### src/rtl/modulation_segment_tx.sv
// Transmit-side segment modulator: expands each accepted bit into SEGMENTS
// alternating +/-AMP Q16.16 samples. Define MODULATION_QUEUE_EN for a one-entry pending buffer.
`timescale 1ns/1ps

module modulation_segment_tx #(
  parameter int unsigned SEGMENTS = 10,
  parameter logic [31:0] AMP      = 32'h0001_0000
) (
  input  logic        clk,
  input  logic        reset,
  input  logic [31:0] input_bit,
  input  logic        start,
  output logic [31:0] sample,
  output logic [3:0]  sample_idx,
  output logic        valid,
  output logic        last,
  output logic        busy,
  output logic        drop
);

  typedef enum logic {
    ST_IDLE,
    ST_EMIT
  } state_t;

  localparam logic [3:0]  LAST_IDX = 4'(SEGMENTS - 1);
  localparam logic [31:0] AMP_NEG  = ~AMP + 32'd1;

  state_t      r_state;
  state_t      w_state_nxt;
  logic        r_cur_bit;
  logic        w_cur_bit_nxt;
  logic [3:0]  r_idx;
  logic [3:0]  w_idx_nxt;
  logic        r_valid;
  logic        r_last;
  logic        r_drop;
  logic [31:0] r_sample;
  logic        w_drop_nxt;
  logic        w_in_bit;
  logic        w_emit_nxt;
  logic        w_pos_nxt;
`ifdef MODULATION_QUEUE_EN
  logic        r_pend_vld;
  logic        w_pend_vld_nxt;
  logic        r_pend_bit;
  logic        w_pend_bit_nxt;
`endif

  assign w_in_bit = |input_bit;

  always_comb begin
    w_state_nxt   = r_state;
    w_cur_bit_nxt = r_cur_bit;
    w_idx_nxt     = r_idx;
    w_drop_nxt    = 1'b0;
`ifdef MODULATION_QUEUE_EN
    w_pend_vld_nxt = r_pend_vld;
    w_pend_bit_nxt = r_pend_bit;
`endif
    case (r_state)
      ST_IDLE: begin
        if (start) begin
          w_state_nxt   = ST_EMIT;
          w_cur_bit_nxt = w_in_bit;
          w_idx_nxt     = '0;
        end
      end
      ST_EMIT: begin
        if (r_last) begin
          w_idx_nxt = '0;
`ifdef MODULATION_QUEUE_EN
          // Pending bit goes first; a start in the same cycle refills the buffer.
          if (r_pend_vld) begin
            w_cur_bit_nxt  = r_pend_bit;
            w_pend_vld_nxt = start;
            if (start) w_pend_bit_nxt = w_in_bit;
          end else
`endif
          if (start) w_cur_bit_nxt = w_in_bit;
          else       w_state_nxt   = ST_IDLE;
        end else begin
          w_idx_nxt = r_idx + 4'd1;
`ifdef MODULATION_QUEUE_EN
          if (start) begin
            if (!r_pend_vld) begin
              w_pend_vld_nxt = 1'b1;
              w_pend_bit_nxt = w_in_bit;
            end else begin
              w_drop_nxt = 1'b1;
            end
          end
`else
          w_drop_nxt = start;
`endif
        end
      end
      default: w_state_nxt = ST_IDLE;
    endcase
  end

  // Outputs are registered from next-state values so they line up with r_idx.
  assign w_emit_nxt = (w_state_nxt == ST_EMIT);
  assign w_pos_nxt  = w_idx_nxt[0] ^ w_cur_bit_nxt;

  always_ff @(posedge clk or negedge reset) begin
    if (!reset) begin
      r_state   <= ST_IDLE;
      r_cur_bit <= 1'b0;
      r_idx     <= '0;
      r_valid   <= 1'b0;
      r_last    <= 1'b0;
      r_drop    <= 1'b0;
      r_sample  <= '0;
    end else begin
      r_state   <= w_state_nxt;
      r_cur_bit <= w_cur_bit_nxt;
      r_idx     <= w_idx_nxt;
      r_valid   <= w_emit_nxt;
      r_last    <= w_emit_nxt && (w_idx_nxt == LAST_IDX);
      r_drop    <= w_drop_nxt;
      r_sample  <= w_emit_nxt ? (w_pos_nxt ? AMP : AMP_NEG) : '0;
    end
  end

`ifdef MODULATION_QUEUE_EN
  always_ff @(posedge clk or negedge reset) begin
    if (!reset) begin
      r_pend_vld <= 1'b0;
      r_pend_bit <= 1'b0;
    end else begin
      r_pend_vld <= w_pend_vld_nxt;
      r_pend_bit <= w_pend_bit_nxt;
    end
  end
`endif

  assign sample     = r_sample;
  assign sample_idx = r_idx;
  assign valid      = r_valid;
  assign busy       = r_valid;
  assign last       = r_last;
  assign drop       = r_drop;

endmodule

### config.mk
export PLATFORM = sky130hd
export DESIGN_NAME = modulation_segment_tx
export DESIGN_NICKNAME = d
export VERILOG_FILES = /design/src/rtl/modulation_segment_tx.sv
export SDC_FILE = /design/constraint.sdc
export NUM_CORES = 1
export LEC_CHECK = 0
export CAP_MARGIN = 20
export CELL_PAD_IN_SITES_DETAIL_PLACEMENT = 0
export CELL_PAD_IN_SITES_GLOBAL_PLACEMENT = 2
export CORE_MARGIN = 2
export CORE_UTILIZATION = 15
export DETAILED_ROUTE_END_ITERATION = 8
export PLACE_DENSITY = 0.86
export SKIP_CTS_REPAIR_TIMING = 1
export SLEW_MARGIN = 0
export SYNTH_ARGS = -nofsm -noshare
export SYNTH_HDL_FRONTEND = slang
export SYNTH_SLANG_ARGS = --single-unit
### constraint.sdc
create_clock -name clk -period 2.9 [get_ports clk]
set_input_delay 0.58 -clock clk [delete_from_list [all_inputs] [get_ports clk]]
set_output_delay 0.58 -clock clk [all_outputs]
set_load 0.05 [all_outputs]
==> qor.csv <==
stage;metric;value;unit
die;FP Rows;25;
logic_synthesis;Post-Synthesis Cells;76;
global_route;GRT Resource Usage Total;6.93;%
placement;Placed Area;0.00118;sq mm
die;Placeable Area;0.00466;sq mm
pwr;Pint;0.706;mW
routing;wire per inst;10.3;um
setup_path;crit path DAT;1.70;ns
routing;DRT Pass-1 Iters;4;
timing;final hold vios;0;
timing;Peak Freq;438;MHz
global_route;initial antenna violation count;0;
global_route;largest net degree at the start of global routing;16;
routing;routed vias;626;
timing;Max-slew headroom;65.3;%
layout;layout cells sized above 1;8.26;%
timing;final setup fails;0;
logic_synthesis;register area share after synthesis;31.3;%
timing;Layout Skew;0.000861;ns
setup_path;Setup CP Type;reg -> out;
setup_path;crit-path cells;clkdlybuf4s50_1;
setup_path;crit-path max cell delay;0.90;ns
timing;post-layout min period;2.28;ns
placement;post-DP HPWL;1.50;mm
setup_path;worst reg2reg path depth;4;
pwr;Logic pwr share;74.8;%
setup_path;CP Data Required Time;2.32;ns
layout;Layout Nets;158;
setup_path;Worst path depth;1;
layout;fillcell total;498;
layout;Core Util, Final;26.4;%
clocking;CTS Buf Count;3;
clocking;clock slew at reported path FFs;0.04;ns
setup_path;CP max-delay cell;clkdlybuf4s50_1;
placement;placer congestion estimate;0.725;
min_path;hold depth;2;
setup_path;CP Launch Type;flop;
logic_synthesis;Mapped Area;719;sq um
logic_synthesis;Synth cell types;26;
global_route;first-pass GRT wire length;2.84;mm
timing;slew of the pin with the lowest slew margin;0.519;ns
layout;synthesis-to-finish area growth;70.8;%
logic_synthesis;flops & latches, synth;9;
outcome;status;completed;
routing;Post-Route WL;1.80;mm
pwr;Max IR drop VDD;0.343;mV
clocking;htree depth;1;
routing;post-route ant nets;0;
pwr;switching power total;0.952;mW
global_route;Overflow after GRT;0;
min_path;Min-Delay Path Class;reg -> reg;
run;number of max-cap violations;0;
routing;initial DRC count;13;
global_route;vias in the first global route;612;
timing;RSZ-0062 raised after global routing;false;
logic_synthesis;top-area cell type share of the netlist area;33.4;%
layout;n_diodes;0;
layout;Post-Layout Cell Count;175;
routing;drt via density;3.58;
placement;PortBufs;58;
setup_path;CP top delay family;buffers and inverters;
placement;dpl cells;171;
die;Die W;73.3;um
pwr;total power;1.66;mW
routing;Remaining DRCs;0;
timing;final worst slack;0.617;ns
die;Initial Utilization;15.4;%
setup_path;Critical Path End Type;output pin;
logic_synthesis;Synth area leaders;buf_4, dfrtp_1, nor4_2;
clocking;Longest Clk Path Bufs;2;
setup_path;CP max FO;15;
layout;Final Cell Area;0.00123;sq mm
timing;final setup TNS;0;ns
timing;fin crit share;78.7;%
pwr;Clock power frac;8.7;%
pwr;pwr dens;1350;mW/mm^2
timing;Final Hold Slack;0.528;ns
clocking;CTS root buf;clkbuf_8;
pwr;static leakage;0.485;nW
logic_synthesis;yosys warns;0;
timing;Max Slew Vio Count;0;
clocking;TritonCTS clock tree;done;
clocking;clk_lat worst skew;0.23;ns
pwr;Reg power frac;16.5;%
logic_synthesis;Avg Cell Area, Syn;9.47;sq um
placement;pre-CTS setup slack;0.831;ns
logic_synthesis;area leader, netlist;buf_4;
setup_path;WP buf/inv;1;
die;I/O pin count;75;
clocking;clock sink total;9;
die;DIE HEIGHT;73.3;um
die;Die ar.;0.00537;sq mm
pwr;Sw Ratio;57.4;%
## state kept, by name (all words and copies together) (netlist names)
name,count
sample_idx,4
sample,2
drop,1
last,1
r_cur_bit,1
## worst paths after layout
kind / start / to / slack, ns
setup reg to reg: sample_idx[0] / last / 1.57
min in group asynchronous: reset / sample_idx[2] / 0.65
hold reg to reg: r_cur_bit / r_cur_bit / 0.53
setup / recovery: sample[30] / sample[22] / 0.62
hold / removal: r_cur_bit / r_cur_bit / 0.53
max in group asynchronous: reset / sample[30] / 1.97
## synthesized netlist by cell type
library cell / count
and2b_4: 1
a21o_1: 1
nand4_1: 2
nor4_2: 4
nor2_1: 1
nor3_2: 1
a21oi_1: 1
conb_1: 1
o21ai_0: 1
inv_1: 1
nand2_1: 3
a22o_1: 1
ha_1: 1
dfrtp_1: 9
nand3_1: 1
mux2i_1: 1
nor3_1: 1
and3b_1: 1
and2_1: 1
nor4_1: 4
nor2_2: 1
o21ai_1: 1
xnor2_1: 1
nand2b_1: 2
xor2_1: 2
buf_4: 32
## metal layers
metal  track usage (%)  part of all wire (%)
met1              7.53                    35
met2              12.0                    57
met3              1.37                   6.4
met4              4.73                   2.1
met5                 0                     0
## power groups by stage
stage | clock, mW | combinational (mW) | sequential, mW
floorplan | 0 | 0.817 | 0.448
global placement | 0 | 1.24 | 0.269
detailed placement | 0 | 1.24 | 0.279
CTS | 0.148 | 1.25 | 0.276
global route | 0.154 | 1.30 | 0.287
finish | 0.144 | 1.24 | 0.273
## cells by family after synthesis
logic type / after synthesis / share of synthesized area (%)
fa+ha+maj: 1 / 1.74
flops: 9 / 31.3
mux: 1 / 1.39
simple gates: 23 / 23.1
buf+inv: 33 / 33.9
compound gates: 5 / 4.35
other cells: 1 / 0.521
xor+xnor: 3 / 3.65
## final cells by class
cell class | count | area, sq um | share of cell area [%]
Timing Repair Buffer | 58 | 581 | 47.3
Clock buffer | 4 | 45.0 | 3.67
Multi-Input combinational cell | 49 | 307 | 24.9
Sequential cell | 9 | 225 | 18.3
Tap cell | 54 | 67.6 | 5.50
Inverter | 1 | 3.75 | 0.305
## layout by cell type (no fill, tap or decap), drive strengths merged
cell type,netlist,final
clkdlybuf4s50,0,58
conb,1,16
dfrtp,9,9
nor4,8,8
clkbuf,0,4
nand2,3,3
nand2b,2,2
xor2,2,2
nand4,2,2
nor2,2,2
o21ai,2,2
nor3,2,2
and2b,1,1
mux2i,1,1
inv,1,1
nand3,1,1
a22o,1,1
xnor2,1,1
and3b,1,1
a21o,1,1
a21oi,1,1
and2,1,1
ha,1,1
Note: power is estimated with default switching activity, not from simulation.
